**src/rtl/gcm_ae_hw_1x4_deadlock_pkg.sv**
```systemverilog
// Shared constants for the GCM_AE_HW_1x4 deadlock monitor/reporter pair.
// State encoding is also used by monitor-side harnesses, so keep the values fixed.
package gcm_ae_hw_1x4_deadlock_pkg;

    localparam logic [1:0] ST_WATCH  = 2'd0;
    localparam logic [1:0] ST_REPORT = 2'd1;
    localparam logic [1:0] ST_HOLD   = 2'd2;

    localparam int DEF_NUM_CHAN  = 7;
    localparam int DEF_THRESHOLD = 1024;

    // Persist counter only needs to reach THRESHOLD-1; keep at least one bit.
    function automatic int persist_w(input int threshold);
        return (threshold > 1) ? $clog2(threshold) : 1;
    endfunction

endpackage

```
**src/rtl/gcm_ae_hw_1x4_deadlock_persist_cnt.sv**
```systemverilog
// Saturating consecutive-high counter; hit fires on the THRESHOLD-th consecutive
// high sample while enabled and not being zeroed.
module gcm_ae_hw_1x4_deadlock_persist_cnt
    import gcm_ae_hw_1x4_deadlock_pkg::*;
#(
    parameter int THRESHOLD = DEF_THRESHOLD
) (
    input  logic clock,
    input  logic reset,
    input  logic en,
    input  logic sample,
    input  logic zero,
    output logic hit
);

    localparam int CW = persist_w(THRESHOLD);
    localparam logic [CW-1:0] TOP = CW'(THRESHOLD - 1);

    logic [CW-1:0] cnt;

    assign hit = en && sample && !zero && (cnt == TOP);

    // Restart from zero after a hit so a later return to WATCH needs fresh samples.
    always_ff @(posedge clock or posedge reset) begin
        if (reset) begin
            cnt <= '0;
        end else if (!en || zero || !sample || hit) begin
            cnt <= '0;
        end else if (cnt != TOP) begin
            cnt <= cnt + 1'b1;
        end
    end

endmodule

```
**src/rtl/gcm_ae_hw_1x4_deadlock_reporter.sv**
```systemverilog
// Qualifies the deadlock monitor's block flag by persistence and hands one
// timestamped report per event to the host over valid/ready.
module gcm_ae_hw_1x4_deadlock_reporter
    import gcm_ae_hw_1x4_deadlock_pkg::*;
#(
    parameter int NUM_CHAN  = DEF_NUM_CHAN,
    parameter int THRESHOLD = DEF_THRESHOLD,
    parameter int TS_W      = 32,
    parameter int CNT_W     = 16
) (
    input  logic                clock,
    input  logic                reset,
    input  logic                block_in,
    input  logic [NUM_CHAN-1:0] axis_block_sigs,
    input  logic [NUM_CHAN-1:0] inst_idle_sigs,
    input  logic                clear,
    output logic                report_valid,
    input  logic                report_ready,
    output logic [NUM_CHAN-1:0] report_chan,
    output logic [TS_W-1:0]     report_ts,
    output logic [CNT_W-1:0]    report_count,
    output logic                deadlock
);

    logic [1:0]      state;
    logic [1:0]      state_nx;
    logic [TS_W-1:0] ts;
    logic            hit;

    gcm_ae_hw_1x4_deadlock_persist_cnt #(
        .THRESHOLD (THRESHOLD)
    ) u_persist (
        .clock  (clock),
        .reset  (reset),
        .en     (state == ST_WATCH),
        .sample (block_in),
        .zero   (clear),
        .hit    (hit)
    );

    // clear overrides every transition, including a handshake in REPORT.
    always_comb begin
        state_nx = state;
        if (clear) begin
            state_nx = ST_WATCH;
        end else begin
            case (state)
                ST_WATCH:  if (hit)          state_nx = ST_REPORT;
                ST_REPORT: if (report_ready) state_nx = ST_HOLD;
                ST_HOLD:   state_nx = ST_HOLD;
                default:   state_nx = ST_WATCH;
            endcase
        end
    end

    always_ff @(posedge clock or posedge reset) begin
        if (reset) state <= ST_WATCH;
        else       state <= state_nx;
    end

    always_ff @(posedge clock or posedge reset) begin
        if (reset) ts <= '0;
        else       ts <= ts + 1'b1;
    end

    // Payload survives clear so the host can still read the last event.
    always_ff @(posedge clock or posedge reset) begin
        if (reset) begin
            report_chan  <= '0;
            report_ts    <= '0;
            report_count <= '0;
        end else if (hit) begin
            report_chan <= axis_block_sigs & ~inst_idle_sigs;
            report_ts   <= ts;
            if (report_count != {CNT_W{1'b1}})
                report_count <= report_count + 1'b1;
        end
    end

    assign report_valid = (state == ST_REPORT);
    assign deadlock     = (state == ST_REPORT) || (state == ST_HOLD);

endmodule

```
**config.mk**
```make
export PLATFORM = sky130hd
export DESIGN_NAME = gcm_ae_hw_1x4_deadlock_reporter
export DESIGN_NICKNAME = d
export VERILOG_FILES = /design/src/rtl/gcm_ae_hw_1x4_deadlock_pkg.sv /design/src/rtl/gcm_ae_hw_1x4_deadlock_persist_cnt.sv /design/src/rtl/gcm_ae_hw_1x4_deadlock_reporter.sv
export SDC_FILE = /design/constraint.sdc
export NUM_CORES = 1
export LEC_CHECK = 0
export BUFFER_PORTS_ARGS = -buffer_cell sky130_fd_sc_hd__buf_2
export CORE_ASPECT_RATIO = 0.8
export CORE_MARGIN = 10
export CORE_UTILIZATION = 55
export CTS_CLUSTER_DIAMETER = 80
export DETAILED_ROUTE_END_ITERATION = 7
export PLACE_DENSITY = 0.78
export SYNTH_ARGS = -nofsm -noshare
export SYNTH_HDL_FRONTEND = slang
export SYNTH_HIERARCHICAL = 1
export SYNTH_SLANG_ARGS = --single-unit
```
**constraint.sdc**
```tcl
create_clock -name clock -period 3.23 [get_ports clock]
set_clock_uncertainty 0.1 [all_clocks]
set_input_delay 0.1615 -clock clock [delete_from_list [all_inputs] [get_ports clock]]
set_output_delay 0.1615 -clock clock [all_outputs]
set_load 0.01 [all_outputs]
```
# After elaboration in Yosys (flattened, before gate mapping)
# Index checks and enable logic that the tools add are counted.
[word_totals]
reg_bits = 99
latch_bits = 0
mem_bits_rw = 0
mem_bits_ro = 0
in_bits = 19
output_inout_bits = 57
memories = 0
[classes]
n_addsub = 3
multipliers = 0
div = 0
n_lt_le_gt_ge = 0
eq_ne = 7
shift = 0
muxes = 6
bitwise = 2
n_reduce_logical = 14
[ops]
columns = ["op", "count"]
rows = [
  ["$add A32 B1 Y32 const B", 1],
  ["$mux W10", 2],
  ["$add A16 B1 Y16 const B", 1],
  ["$ne A16 B16 Y1 const B", 1],
  ["$add A10 B1 Y10 const B", 1],
  ["$eq A10 B10 Y1 const B", 1],
  ["$ne A10 B10 Y1 const B", 1],
  ["$and A7 B7 Y7", 1],
  ["$not A7 Y7", 1],
  ["$mux W2", 3],
  ["$pmux W2 S3", 1],
  ["$logic_or A1 B1 Y1", 4],
  ["$reduce_and A2 Y1", 2],
  ["$logic_and A1 B1 Y1", 3],
  ["$logic_not A1 Y1", 3],
  ["$ne A3 B2 Y1 const B", 1],
  ["$ne A3 B3 Y1 const B", 1],
  ["$eq A2 B1 Y1 const B", 1],
  ["$eq A2 B2 Y1 const B", 1],
  ["$logic_not A2 Y1", 1],
  ["$reduce_bool A2 Y1", 1],
]

# Longest topological paths before layout
[depth]
word_depth = 7
mapped_depth = 10

# Modules after synthesis
# The synthesis kept the hierarchy.
[by_module_without_submodules]
columns = ["module", "instances", "cells_each", "area_each_um2", "seq_area_each_um2"]
rows = [
  ["gcm_ae_hw_1x4_deadlock_reporter", 1, 317, 3895.0, 2227.1],
  ["gcm_ae_hw_1x4_deadlock_persist_cnt", 1, 51, 505.5, 250.2],
]

# Least setup slack after synthesis
# OpenSTA, ideal clock, no wires.
[synth_timing]
kind = "flip-flop to flip-flop"
from = "register u_persist.cnt[0]"
to = "register report_count[12]"
setup_ns = 0.125
arrival_time_ns = 2.040
required_ns = 3.005
path_slack_ns = 0.966
path_stages_with_launch = 11
n_path_buf = 2
path_cell_list = "dfrtp_1 > ha_1 > and4_2 > nand3_1 > nor2_1 > buf_2 > and3_1 > clkbuf_1 > nand3_1 > nor2_1 > mux2_2"
[synth_between]
elab_chain_cells = 3
[synth_lines]
columns = ["element", "line_no", "text"]
rows = [
  ["start: declaration", "gcm_ae_hw_1x4_deadlock_persist_cnt.sv:19", "logic [CW-1:0] cnt;"],
  ["start signal: assignment", "gcm_ae_hw_1x4_deadlock_persist_cnt.sv:30", "cnt <= cnt + 1'b1;"],
  ["$eq A10 B10 Y1", "gcm_ae_hw_1x4_deadlock_persist_cnt.sv:21", "assign hit = en && sample && !zero && (cnt == TOP);"],
  ["$logic_and A1 B1 Y1", "gcm_ae_hw_1x4_deadlock_persist_cnt.sv:21", ""],
  ["net hit", "gcm_ae_hw_1x4_deadlock_reporter.sv:28", "logic hit;"],
  ["$reduce_and A2 Y1 (no line)", "-", ""],
  ["end signal: assignment", "gcm_ae_hw_1x4_deadlock_reporter.sv:76", "report_count <= report_count + 1'b1;"],
  ["end: declaration", "gcm_ae_hw_1x4_deadlock_reporter.sv:21", "output logic [CNT_W-1:0] report_count,"],
]
# The timed path passes the listed nets, and every way through them passes these cells.
# A chain may end at the register's enable or synchronous reset.

# Worst setup path after layout
[layout_timing]
from = "register state[1]"
to = "register report_chan[5]"
[layout_between]
elab_chain_cells = 4
[layout_lines]
columns = ["element", "line_no", "text"]
rows = [
  ["start: declaration", "gcm_ae_hw_1x4_deadlock_reporter.sv:25", "logic [1:0] state;"],
  ["start signal: assignment", "gcm_ae_hw_1x4_deadlock_reporter.sv:58", "else state <= state_nx;"],
  ["$logic_not A2 Y1", "gcm_ae_hw_1x4_deadlock_reporter.sv:35", ".en (state == ST_WATCH),"],
  ["$logic_and A1 B1 Y1 (3 in a row)", "gcm_ae_hw_1x4_deadlock_persist_cnt.sv:21", ""],
  ["net hit", "gcm_ae_hw_1x4_deadlock_reporter.sv:28", ""],
  ["end signal: assignment", "gcm_ae_hw_1x4_deadlock_reporter.sv:73", "report_chan <= axis_block_sigs & ~inst_idle_sigs;"],
  ["end: declaration", "gcm_ae_hw_1x4_deadlock_reporter.sv:19", "output logic [NUM_CHAN-1:0] report_chan,"],
]
# The timed path passes the listed nets, and every way through them passes these cells.

==> results by group <==
Routing
  – # DRC: 0
  – Routed wire length: between 8000 and 9000 um
  – Vias after detailed routing: 3052
  – Post-route ant nets: 0
  – Vias/cell: ~5.3
  – Initial DRC count: about 140
  – First drt pass iteration count: 4
  – Average wire per standard cell: around 15 um

CTS
  – Max Root-Sink Buffers: 2
  – Clock Sinks: 99
  – TritonCTS clock tree: built
  – H-tree levels: 3
  – Insertion delay to the later sink of the worst-skew pair: ~360 ps
  – Num CTS Buffers: 9
  – Clock root buffer: clkbuf_8
  – CTS clk-pin slew, worst paths: about 90 ps

Yosys
  – Prevailing post-synth register cell: dfrtp_1
  – Yosys synthesis warning count: 6
  – Synthesized Nets: 392
  – EDFF count, synth: 0
  – Post-synthesis cell count: about 370
  – Count of state elements after synthesis: 99
  – Post-synthesis area per instance: between 10 and 15 um2
  – Sequential element share of the synthesized area: a little under three fifths
  – Ys async rst share: between 90% and 100%
  – Netlist cell types: 48
  – Mapped cell area: around 4400 um2

Timing
  – Final number of setup-violating endpoints: 0
  – Slew Viols, Final: 0
  – Final Critical Period: about 2700 ps
  – RSZ-0062 raised after global routing: false
  – Worst slew pin tran: about 850 ps
  – Hold Vio Cnt, Final: 0
  – Max-slew headroom: between 40 and 50%
  – Final period util: a little over four fifths
  – Setup_tns: 0 ps
  – Max Fclk: about 0.37 GHz

Setup path
  – Crit-path leading delay family: buffers and inverters
  – Required time of the critical path: around 3400 ps
  – Crit-path cells: inv_1, ha_1, nand3b_1, nor2_4, buf_4, nand2_1, o22ai_1, dlygate4sd3_1
  – Setup crit end kind: register
  – Critical path class: register to register
  – Worst-path maximum fanout: 48
  – WP buf/inv: 3
  – Worst Path Arrival: 2910 ps
  – Worst-path cell with the longest stage delay: dlygate4sd3_1
  – Reg2reg setup slack: around 510 ps
  – CP max stage delay: slightly below 600 ps
  – CP startpoint kind: register

Floorplanning
  – Die extent in x: 120 um
  – Die area: approximately 12000 um2
  – Placement row count: 29
  – Num ports: 76
  – Core area: about 7900 um2
  – Die H: ~100 um
  – Initial Utilization: between 50% and 60%

Global routing
  – Antenna violations before repair: 0
  – Largest net degree at the start of global routing: a little under 50
  – First-pass GRT wire length: about 15000 um
  – GR Overflow Total: 0
  – GR Util All Layers: about 15%
  – Vias in the first global route: approximately 3.1k

Layout
  – Number of antenna diodes: 0
  – Most frequent cells in the layout: dfrtp_1 (99), buf_2 (75), mux2_2 (34)
  – Nets: 484
  – Ratio of cells with drive above 1 in the final layout: between 30% and 40%
  – Util after Layout: 66.8%
  – Commonest non-fill, non-tap cell in the layout: dfrtp_1
  – Synthesis-to-finish area growth: 19.6%

Place
  – RePlAce Congestion: 0.835
  – Post-DP HPWL: 6280 um
  – PortBufs: 75

Min path
  – Hold Path Class: input port to register

Outcome
  – Status: finished, final reports clean

Power
  – Max IR drop VDD: approximately 0.00027 V
  – Total power per unit cell area: roughly 400 nW/um2
  – Leak pwr: ~0.0027 uW

Job
  – Max_cap viols: 0
-- layout make-up --
cell class                 count  area, um2
timing repair buffer          94        558
inverter                      18       68.8
clock buffer                   9        124
sequential                    99       2480
clock inverter                 7        100
tap                          108        135
multi-input combinational    238       1800
fill                         604       2610
-- worst paths after layout --
| check | start | to | depth (start not counted) |
|---|---|---|---|
| worst max-delay path | state[1]$_DFFE_PP0P_ | report_chan[5]$_DFFE_PP0P_ | 8 |
| max in group asynchronous | reset | ts[15]$_DFF_PP0_ | 4 |
| worst max register to register | state[1]$_DFFE_PP0P_ | report_chan[5]$_DFFE_PP0P_ | 8 |
| worst min-delay path | report_ready | state[0]$_DFFE_PP0P_ | 3 |
| min in group asynchronous | reset | u_persist/cnt[4]$_DFFE_PP0P_ | 3 |
| worst min register to register | ts[31]$_DFF_PP0_ | ts[31]$_DFF_PP0_ | 1 |
-- cells by family after synthesis --
group	count (synthesis)	synth area share (%)
flops	99	56.3
mux	35	8.93
fa+ha+maj	5	1.42
compound gates	33	4.55
xor+xnor	42	8.36
buf+inv	31	2.99
simple gates	123	17.5
-- layer usage --
layer / GRT usage (%) / routed length, um / vias to the layer above / part of all wire (%)
met3: 6.06 / 593 / 11 / 6.8
li1: - / - / 1484 / -
met5: 0 / 0 / - / 0
met1: 19.1 / 3880 / 1490 / 44
met2: 23.7 / 4180 / 67 / 48
met4: 4.44 / 89 / 0 / 1.0
-- tightest hold or removal path, delay by kind of cell --
family / cells / cell delay, ps
AND/OR/NAND/NOR: 1 / 150
AO/OA/AOI/OAI: 1 / 100
buffers and inverters: 1 / 70
-- flip-flops by register name (all words and copies together), names as in the netlist --
name / flops
report_ts: 32
ts: 32
report_count: 16
u_persist/cnt: 10
report_chan: 7
state: 2
-- report_power, final --
part	internal, uW	switching, uW	total (uW)
Combinational	18.8	31.2	50.0
Clock	443	428	870
Sequential	1240	1.42	1240
Total	1700	460	2160
-- cells in the mapped netlist, types with 2 or more instances --
master    number  area share (%)
or4_1          2            0.34
nand3_1       17             1.9
o21ai_0        6            0.68
nand2b_1       2            0.28
nor3_2         2            0.45
and3_1         8             1.1
ha_1           5             1.4
clkbuf_1       7            0.60
xor2_1        21             4.2
nor2_1        13             1.1
inv_1         18             1.5
and2_1         2            0.28
nor4b_2        3             1.0
or3_1          3            0.43
nor4_4         2            0.97
o22ai_1        7             1.0
nor3_1         8            0.91
buf_2          3            0.34
nand2_1       27             2.3
nor4_1         3            0.43
xnor2_1       21             4.2
nand4_1       13             1.8
and4_1         5             1.0
dfrtp_1       99              56
a31oi_1        3            0.43
or2_2          2            0.28
mux2_2        34             8.7
a21oi_1       12             1.4
-- repair_timing --
item	CTS	global route
endpoints found under the hold margin	59	0
setup endpoints to repair	0	0
setup buffers	0	0
gates resized for setup	0	0
hold buffers	16	0
-- through the flow --
step                      power [uW]  cell area [um2]  setup WS, ps  instances  hold slack [ps]
after floorplan                 1290             4400           662        368            -98.3
after global placement          1310             4880           929        541             72.1
after detailed placement        1310             4880           853        541             76.5
after CTS                       2190             5260           528        573             45.0
after global routing            2240             5260           254        573             87.2
final                           2160             5260           513        573             59.5
(Power assumes the default switching activity.)
